==> src/rtl/decode_stage.sv <==
// decode_stage -- instruction decode / issue stage of a small cell-machine core.
//
// Purpose:
//   Latches the fetched instruction, issues ALU/IO operations to execute,
//   tracks outstanding cell writes, resolves conditional branches once all
//   writes have retired, and handles FORK and HALT.
//
// Ports:
//   clk         in   1   sole clock, rising edge
//   rst_n       in   1   synchronous active-low reset
//   ins         in  16   instruction from fetch (16'h0000 = NOP)
//   dp          in  16   current data pointer from execute
//   cell_zero   in   1   current cell == 0 (valid when no writes pending)
//   wr_done     in   1   execute retired one ADD/IN cell write
//   stall       out  1   fetch hold request
//   branch_en   out  1   fetch redirect strobe
//   branch_val  out 16   redirect target
//   fork_cxt    out 33   {valid, child dp, child pc} to sibling core
//   ex_valid    out  1   registered issue strobe to execute
//   ex_op       out  4   issued opcode
//   ex_imm      out 12   issued immediate
//   halted      out  1   core has executed HALT
//
// Configuration:
//   DECODE_FORK_EN  defined   -> FORK pulses fork_cxt for one cycle
//                   undefined -> FORK decodes as NOP, fork_cxt tied to 0

module decode_stage #(
  parameter int PEND_W = 3
) (
  input  logic        clk,
  input  logic        rst_n,
  input  logic [15:0] ins,
  input  logic [15:0] dp,
  input  logic        cell_zero,
  input  logic        wr_done,
  output logic        stall,
  output logic        branch_en,
  output logic [15:0] branch_val,
  output logic [32:0] fork_cxt,
  output logic        ex_valid,
  output logic [3:0]  ex_op,
  output logic [11:0] ex_imm,
  output logic        halted
);

  typedef enum logic [1:0] {
    S_RUN       = 2'd0,
    S_WAIT_COND = 2'd1,
    S_SQUASH    = 2'd2,
    S_HALTED    = 2'd3
  } state_t;

  localparam logic [3:0] OP_ADD  = 4'd1;
  localparam logic [3:0] OP_MOVE = 4'd2;
  localparam logic [3:0] OP_JZ   = 4'd3;
  localparam logic [3:0] OP_JNZ  = 4'd4;
  localparam logic [3:0] OP_OUT  = 4'd5;
  localparam logic [3:0] OP_IN   = 4'd6;
  localparam logic [3:0] OP_HALT = 4'd8;

  localparam logic [PEND_W-1:0] PEND_ONE = 1;

  state_t              r_state;
  state_t              w_nextState;
  logic [15:0]         r_insQ;
  logic [PEND_W-1:0]   r_pending;
  logic [11:0]         r_branchImm;
  logic                r_branchIsJnz;
  logic                r_exValid;
  logic [3:0]          r_exOp;
  logic [11:0]         r_exImm;
  logic                r_branchEn;
  logic [15:0]         r_branchVal;

  logic [3:0]          w_op;
  logic [11:0]         w_imm;
  logic                w_isAddIn;
  logic                w_isIssueOp;
  logic                w_isBranch;
  logic                w_isFork;
  logic                w_isHalt;
  logic                w_full;
  logic                w_condReady;
  logic                w_taken;
  logic                w_stall;
  logic                w_issue;
  logic                w_fork;
  logic                w_branchTake;
  logic                w_capture;
  logic                w_inc;
  logic                w_dec;

  assign w_op        = r_insQ[15:12];
  assign w_imm       = r_insQ[11:0];
  assign w_isAddIn   = (w_op == OP_ADD) || (w_op == OP_IN);
  assign w_isIssueOp = w_isAddIn || (w_op == OP_MOVE) || (w_op == OP_OUT);
  assign w_isBranch  = (w_op == OP_JZ) || (w_op == OP_JNZ);
  assign w_isHalt    = (w_op == OP_HALT);
`ifdef DECODE_FORK_EN
  assign w_isFork    = (w_op == 4'd7);
`else
  assign w_isFork    = 1'b0;
`endif

  // cell_zero only reflects the real cell once every write has retired.
  assign w_full      = &r_pending;
  assign w_condReady = (r_pending == '0);
  assign w_taken     = r_branchIsJnz ? !cell_zero : cell_zero;

  // State register.
  always_ff @(posedge clk) begin
    if (!rst_n) begin
      r_state <= S_RUN;
    end else begin
      r_state <= w_nextState;
    end
  end

  // Next-state logic.
  always_comb begin
    w_nextState = r_state;
    case (r_state)
      S_RUN: begin
        if (w_isBranch) begin
          w_nextState = S_WAIT_COND;
        end else if (w_isHalt) begin
          w_nextState = S_HALTED;
        end
      end
      S_WAIT_COND: begin
        if (w_condReady) begin
          w_nextState = w_taken ? S_SQUASH : S_RUN;
        end
      end
      S_SQUASH: w_nextState = S_RUN;
      S_HALTED: w_nextState = S_HALTED;
      default:  w_nextState = S_RUN;
    endcase
  end

  // Output / control decode. A full write counter only blocks ADD/IN when no
  // slot is freed in the same cycle, so the retire and the issue net to zero.
  always_comb begin
    w_stall      = 1'b0;
    w_issue      = 1'b0;
    w_fork       = 1'b0;
    w_branchTake = 1'b0;
    w_capture    = 1'b0;
    case (r_state)
      S_RUN: begin
        w_stall   = w_isAddIn && w_full && !wr_done;
        w_issue   = w_isIssueOp && !w_stall;
        w_fork    = w_isFork;
        w_capture = !w_stall;
      end
      S_WAIT_COND: begin
        w_stall      = 1'b1;
        w_branchTake = w_condReady && w_taken;
      end
      S_SQUASH: w_stall = 1'b1;
      S_HALTED: w_stall = 1'b1;
      default:  w_stall = 1'b0;
    endcase
  end

  assign w_inc = w_issue && w_isAddIn;
  assign w_dec = wr_done && (r_pending != '0);

  // Datapath: instruction latch, write counter, branch bookkeeping and the
  // registered issue/redirect outputs. The fall-through instruction latched
  // alongside a branch is dropped when leaving SQUASH.
  always_ff @(posedge clk) begin
    if (!rst_n) begin
      r_insQ        <= '0;
      r_pending     <= '0;
      r_branchImm   <= '0;
      r_branchIsJnz <= 1'b0;
      r_exValid     <= 1'b0;
      r_exOp        <= '0;
      r_exImm       <= '0;
      r_branchEn    <= 1'b0;
      r_branchVal   <= '0;
    end else begin
      if (w_capture) begin
        r_insQ <= ins;
      end else if (r_state == S_SQUASH) begin
        r_insQ <= '0;
      end

      if (w_inc && !w_dec) begin
        r_pending <= r_pending + PEND_ONE;
      end else if (w_dec && !w_inc) begin
        r_pending <= r_pending - PEND_ONE;
      end

      if ((r_state == S_RUN) && w_isBranch) begin
        r_branchImm   <= w_imm;
        r_branchIsJnz <= (w_op == OP_JNZ);
      end

      r_exValid <= w_issue;
      if (w_issue) begin
        r_exOp  <= w_op;
        r_exImm <= w_imm;
      end

      r_branchEn <= w_branchTake;
      if (w_branchTake) begin
        r_branchVal <= {4'h0, r_branchImm};
      end
    end
  end

`ifdef DECODE_FORK_EN
  logic [32:0] r_forkCxt;

  // Child context: data pointer one past the parent (wrapping), pc = imm.
  always_ff @(posedge clk) begin
    if (!rst_n) begin
      r_forkCxt <= '0;
    end else if (w_fork) begin
      r_forkCxt <= {1'b1, dp + 16'h0001, 4'h0, w_imm};
    end else begin
      r_forkCxt <= '0;
    end
  end

  assign fork_cxt = r_forkCxt;
`else
  logic w_unusedFork;
  assign w_unusedFork = (^dp) ^ w_fork;
  assign fork_cxt     = '0;
`endif

  assign stall      = w_stall;
  assign halted     = (r_state == S_HALTED);
  assign branch_en  = r_branchEn;
  assign branch_val = r_branchVal;
  assign ex_valid   = r_exValid;
  assign ex_op      = r_exOp;
  assign ex_imm     = r_exImm;

endmodule

==> config.mk <==
export PLATFORM = sky130hd
export DESIGN_NAME = decode_stage
export DESIGN_NICKNAME = d
export VERILOG_FILES = /design/src/rtl/decode_stage.sv
export SDC_FILE = /design/constraint.sdc
export NUM_CORES = 1
export LEC_CHECK = 0
export BUFFER_PORTS_ARGS = -buffer_cell sky130_fd_sc_hd__buf_2
export CAP_MARGIN = 30
export CORE_MARGIN = 4
export CORE_UTILIZATION = 49
export DETAILED_ROUTE_END_ITERATION = 10
export PLACE_DENSITY = 0.91
export SYNTH_ARGS = -nofsm -noshare
export SYNTH_HDL_FRONTEND = slang
export SYNTH_SLANG_ARGS = --single-unit
==> constraint.sdc <==
create_clock -name clk -period 2.85 [get_ports clk]
set_input_delay 0.4275 -clock clk [delete_from_list [all_inputs] [get_ports clk]]
set_output_delay 0.4275 -clock clk [all_outputs]
set_load 0.01 [all_outputs]
==> results.toml, run 1 <==
[placed_design]
hpwl_mm = 4.407
gp_congestion = 0.8980
io_buffers = 51
pre_cts_ws_ps = 329.4

[clocking]
clock_sinks = 64
clk_path_buf_depth = 2
cts_setup_buffers = 0
clkTransAtPathRegs_ps = 70
cts_made_buffers = 9
cts_tree = "built"
insertion_delay_ps = 340
hold_buffers = 0
clockRootBuffer = "clkbuf_8"
htree_num_levels = 3
cts_resized = 0

[die]
dieArea_mm2 = 0.007318
start_util = 0.5192
core_area_mm2 = 0.005675
row_count = 27
die_h_um = 85.55
dieWidth_um = 85.55
ios = 105

[power]
p_leak_uw = 0.001489
peakVddDrop_mv = 0.3634
power_frac_seq = 0.440
powerDensity_mw_per_mm2 = 828.2
pwr-share-comb = 0.296
switchingPower_uw = 976.0
power_frac_clock = 0.264
intPower_uw = 1722
sw_frac_of_total = 0.3617

[worst_setup_path]
cp.arrival_ps = 2800
crit_path_cell_trace = "and4bb_2 > nor2_1 > nor3_1 > ha_1 > inv_1 > fa_1 > xor2_1 > or3_1 > a21oi_1"
crit_start = "r_insQ[13]"
end_kind = "register"
crit-reg2reg-launch = "r_insQ[13]"
start_kind = "register"
cpPeakStageDelay_ps = 580
crit_path_max_fanout = 11
path_class = "register to register"
slowest_stage = "dfxtp_1"
crit_required_ps = 3120

[synthesis]
synth_top_area_cell = "dfxtp_1"
synth_top_cells_by_area = "dfxtp_1 (43%), buf_4 (9.7%), mux2i_1 (8.8%)"
synth_cells = 326
synth-warning-count = 0
synth-seq-cells = 64
yosysTopAreaCellShare = 0.4348
synth_area_per_cell_um2 = 9.039
seq_area_frac_synth = 0.4348
synthDistinctLibCells = 41
synth.cell_area_mm2 = 0.002947

[timing]
fin_worst_skew_ps = 3.421
final_max_slew_viol_count = 0
fin_crit_sh = 0.8867
rsz0062_at_grt = "no"
tightest_slew_ps = 835.5
fmax_mhz = 395.7
final.min_clock_period_ps = 2527
hold_viol = 0
setup_viol = 0
final.setup.worst_slack_ps = 322.9
slew_headroom = 0.4414
finalSetupTns_ps = 0

[global_routing]
track_usage = 0.1830
grt_pass1_vias = 2263
grt_pass1_wl_mm = 10.67
grt_max_degree = 46
antenna_found_initial = 0
grt.overflow.total = 0

[hold_path]
hold_class = "input port to register"
holdCritStartpoint = "ins[1]"

[detailed_routing]
drtAntennaViolNets = 0
wirelength_mm = 6.336
vias = 2327
dr.first_iter.drc_count = 163
dr.pass1.iters = 4
via_per_inst = 5.206
wl_per_cell_um = 14.17
drc = 0

[finish]
drive_gt1_frac = 0.2133
final_nets = 413
synthToLayoutAreaGrowth_pct = 10.57
diodes = 0

[outcome]
outcome = "completed"

[job]
cap_viol_max_count = 0
## cell families (layout without fill, tap and decap cells)
family / after synthesis / count (layout) / synth area share
xor+xnor: 4 / 4 / 0.01189
fa+ha+maj: 7 / 7 / 0.03227
mux: 26 / 26 / 0.08832
other cells: 1 / 37 / 0.001273
simple gates: 102 / 102 / 0.1813
compound gates: 57 / 57 / 0.1087
buf+inv: 65 / 78 / 0.1414
flops: 64 / 64 / 0.4348
## state kept, by name (all words and copies together), names as in the netlist
register / flops
r_insQ: 16
branch_val: 12
ex_imm: 12
r_branchImm: 12
ex_op: 4
r_pending: 3
r_state: 2
branch_en: 1
ex_valid: 1
r_branchIsJnz: 1
## power groups by stage
stage	Sequential [µW]	Clock (µW)	Combinational, µW
after global routing	1210	760	885
final	1190	713	798
after floorplan	1160	0	674
after detailed placement	1200	0	793
after CTS	1180	729	799
after global placement	1190	0	759
## cell usage after synthesis, drive strengths merged
library cell / instances
nor3: 3
mux2i: 26
fa: 1
a211oi: 1
and4bb: 2
nand3: 16
nand2: 21
and4b: 1
or3: 2
inv: 6
a31oi: 1
o211a: 1
o41ai: 1
dfxtp: 64
o31ai: 3
nand2b: 2
buf: 48
nand3b: 1
and2: 2
clkbuf: 11
o21a: 1
a21oi: 17
nand4: 15
ha: 6
nor2b: 1
xor2: 4
or3b: 1
o21ai: 32
nor2: 32
nor4b: 3
conb: 1
## per-layer routing
layer,global-route usage,vias to the layer above,wire [µm]
met4,0.07338,0,127
li1,-,1137,-
met2,0.2881,87,2954
met3,0.06820,12,553
met1,0.2265,1091,2701
met5,0,-,0
## worst max-delay path: cells and delay by family, from the launching register on
| kind | cells | cell delay, ps |
|---|---|---|
| AO/OA/AOI/OAI | 1 | 140 |
| flip-flops | 1 | 580 |
| adder cells (fa/ha/maj) | 2 | 600 |
| AND/OR/NAND/NOR | 4 | 930 |
| XOR/XNOR | 1 | 160 |
| buffers and inverters | 1 | 60 |
## cell usage in the layout (no fill, tap or decap), types with 3 or more instances in the layout
cell,count
nand2_1,21
mux2i_1,26
dfxtp_1,64
nand3_1,16
nand4_1,15
buf_2,51
o21ai_0,29
o31ai_1,3
buf_4,5
clkbuf_8,11
nor2_1,31
ha_1,6
inv_1,5
nor3_1,3
a21oi_1,16
xor2_1,4
conb_1,37
## final cells by class
class	instances	area [µm²]
flip-flops and latches	64	1281
clock inverters	4	28.78
clock buffers	12	155.1
multi-input cells	233	1388
fillers	491	2417
repair buffers	56	292.8
well taps	72	90.09
inverters	6	22.52
## worst paths after layout
kind / endpoint / slack, ps / cells after the start
worst max-delay path: r_pending[2] / 320 / 9
worst min-delay path: r_insQ[1] / 330 / 3
worst max register to register: r_pending[2] / 320 / 9
worst min register to register: ex_op[3] / 440 / 2
## metrics by stage
step | utilization | instance area, µm² | total power [µW] | hold slack (ps) | cells
after floorplan | - | 3082 | 1836 | 449.0 | 362
after global placement | 0.5417 | 3074 | 1950 | 415.5 | 431
after detailed placement | 0.5417 | 3074 | 1995 | 424.9 | 431
after CTS | 0.5741 | 3258 | 2712 | 315.4 | 447
after global routing | 0.5741 | 3258 | 2853 | 334.1 | 447
final | 0.5741 | 3258 | 2698 | 331.6 | 447
Power figures use the tool's default switching activity.
==> run 2, diff against run 1 <==
ABC_AREA = 1   (was unset)
CORE_UTILIZATION = 45   (was 49)
PLACE_DENSITY = 0.88   (was 0.91)
clock period = 2 ns   (was 2.85 ns; I/O delays follow)
==> results.toml, run 2 <==
[placed_design]
hpwl_mm = 4.754
dp.cells = 516
gp_congestion = 0.8133
pre_cts_ws_ps = 38.40
io_buffers = 51

[worst_setup_path]
path_class = "register to register"
start_kind = "register"
crit_required_ps = 2230
crit_path_max_fanout = 5
end_kind = "register"
cp.arrival_ps = 2160

[detailed_routing]
wirelength_mm = 6.437
via_per_inst = 4.695
drtAntennaViolNets = 0
dr.first_iter.drc_count = 172
drc = 0
vias = 2498
wl_per_cell_um = 12.10
dr.pass1.iters = 6

[global_routing]
grt_max_degree = 22
antenna_found_initial = 0
globalRouteMet3Util = 0.04190
grt.overflow.total = 0
grt_pass1_wl_mm = 10.51
top_usage_layer = "met2"
track_usage = 0.1732
use_met1 = 0.2068
met2_usage = 0.2835
grt_pass1_vias = 2424

[finish]
most-common-layout-cells = "nor2_1 (92), dfxtp_1 (60), nand2_1 (51), buf_2 (51), conb_1 (37)"
regMostFlops = "r_insQ"
synthToLayoutAreaGrowth_pct = 13.72
finalCoreUtilization = 0.5256
final_common_cell = "nor2_1"
largest_register_ffs = 16
final_nets = 493
stdcell_count = 532
drive_gt1_frac = 0.2044
diodes = 0

[timing]
holdWs_ps = 215.6
fin_worst_skew_ps = 7.117
final_max_slew_viol_count = 0
final.setup.worst_slack_ps = 68.95
fin_crit_sh = 0.9655
slew_headroom = 0.6421
setup_viol = 0
final.min_clock_period_ps = 1931
fmax_mhz = 517.9
hold_viol = 0
tightest_slew_ps = 536.2
rsz0062_at_grt = "yes"

[synthesis]
synth_cells = 400
synth-warning-count = 0
synth_area_per_cell_um2 = 7.294
yosysTopAreaCellShare = 0.4391
synth_top_area_cell = "dfxtp_1"
synth_edf_count = 0
netlist_top_cells_count = "nor2_1 (93), dfxtp_1 (64), nand2_1 (51)"
synth.cell_area_mm2 = 0.002918
synth.most_common_cell = "nor2_1"
ys_async_sr_fraction = 0
synth-seq-cells = 64
synthDistinctLibCells = 21
seq_area_frac_synth = 0.4391
ys.flop_type = "dfxtp_1"
synth_top_cells_by_area = "dfxtp_1 (44%), nor2_1 (12%), buf_4 (9.8%)"

[die]
dieWidth_um = 88.53
start_util = 0.4621
row_count = 29
dieArea_mm2 = 0.007837
ios = 105
core_area_mm2 = 0.006314
die_h_um = 88.53

[power]
powerDensity_mw_per_mm2 = 1416
fin_total_pwr_uw = 4698
p_leak_uw = 0.001692
peakVddDrop_mv = 0.6340

[clocking]
clock_sinks = 64
clockRootBuffer = "clkbuf_8"
cts_setup_buffers = 0
htree_num_levels = 3
clkTransAtPathRegs_ps = 70
cts_made_buffers = 9
hold_buffers = 0
cts_tree = "built"
insertion_delay_ps = 340
clk_path_buf_depth = 2
cts_resized = 0

[hold_path]
hold_class = "input port to register"

[outcome]
outcome = "completed"

[job]
cap_viol_max_count = 0
run 2: cell types whose count changed after synthesis, moves of 3 or more:
| cell | previous run | this run |
|---|---|---|
| inv_1 | 5 | 27 |
| o21ai_0 | 29 | 7 |
| nor2_1 | 31 | 93 |
| nand3_1 | 16 | 36 |
| xor2_1 | 4 | 0 |
| inv_2 | 1 | 6 |
| o31ai_1 | 3 | 0 |
| nand2_1 | 21 | 51 |
| o21ai_1 | 3 | 22 |
| a21oi_1 | 16 | 24 |
| mux2i_1 | 26 | 0 |
| nand4_1 | 15 | 1 |
run 2: critical path: stages, from the launching register on:
cell and delay (ps):
dfxtp_2 360, inv_1 50, nor2_1 120, nand2_1 70, nand2_1 90, nand4_1 100
inv_1 80, ha_1 160, inv_2 50, fa_2 340, a21oi_1 140, o21ai_1 90
o21ai_1 120, a21oi_1 50
run 2: routing by layer:
| layer | wire, µm | part of all wire |
|---|---|---|
| met5 | 0 | 0 |
| met4 | 147 | 0.023 |
| met3 | 496 | 0.077 |
| met2 | 3100 | 0.48 |
| met1 | 2691 | 0.42 |
run 2: area by class of cell:
class / instances / area [µm²]
fill: 627 / 2995
clock buffer: 10 / 137.6
timing repair buffer: 59 / 315.3
clock inverter: 6 / 67.56
tap: 77 / 96.34
multi-input combinational: 281 / 1279
sequential: 64 / 1291
inverter: 35 / 131.4
run 2: where the power goes:
| part | internal, µW | total (µW) | leakage [µW] | switching [µW] |
|---|---|---|---|---|
| registers | 1630 | 1860 | 0.000526 | 233 |
| logic | 618 | 1690 | 0.00107 | 1080 |
| clock network | 613 | 1140 | 0.0000989 | 527 |
| total | 2860 | 4700 | 0.00169 | 1840 |
run 2: cell families (layout without fill, tap and decap cells):
kind of cell | after synthesis | in the layout | synth area share
simple gates | 184 | 184 | 0.2611
buf+inv | 91 | 110 | 0.1750
flops | 64 | 64 | 0.4391
compound gates | 53 | 53 | 0.09091
fa+ha+maj | 7 | 7 | 0.03259
other cells | 1 | 37 | 0.001285
run 2: per-stage QoR:
step	instance area [µm²]	setup TNS (ps)
2_1_floorplan	3090	-1.678
3_3_place_gp	3104	0
3_5_place_dp	3104	0
4_1_cts	3309	0
5_1_grt	3318	-84.08
6_report	3318	0
run 2: worst paths after layout:
path | startpoint | endpoint | slack [ps] | depth (start not counted)
setup / recovery | r_insQ[12] | r_pending[2] | 70 | 13
hold / removal | ins[15] | r_insQ[15] | 220 | 3
setup reg to reg | r_insQ[12] | r_pending[2] | 70 | 13
hold reg to reg | ex_op[3] | ex_op[3] | 470 | 2
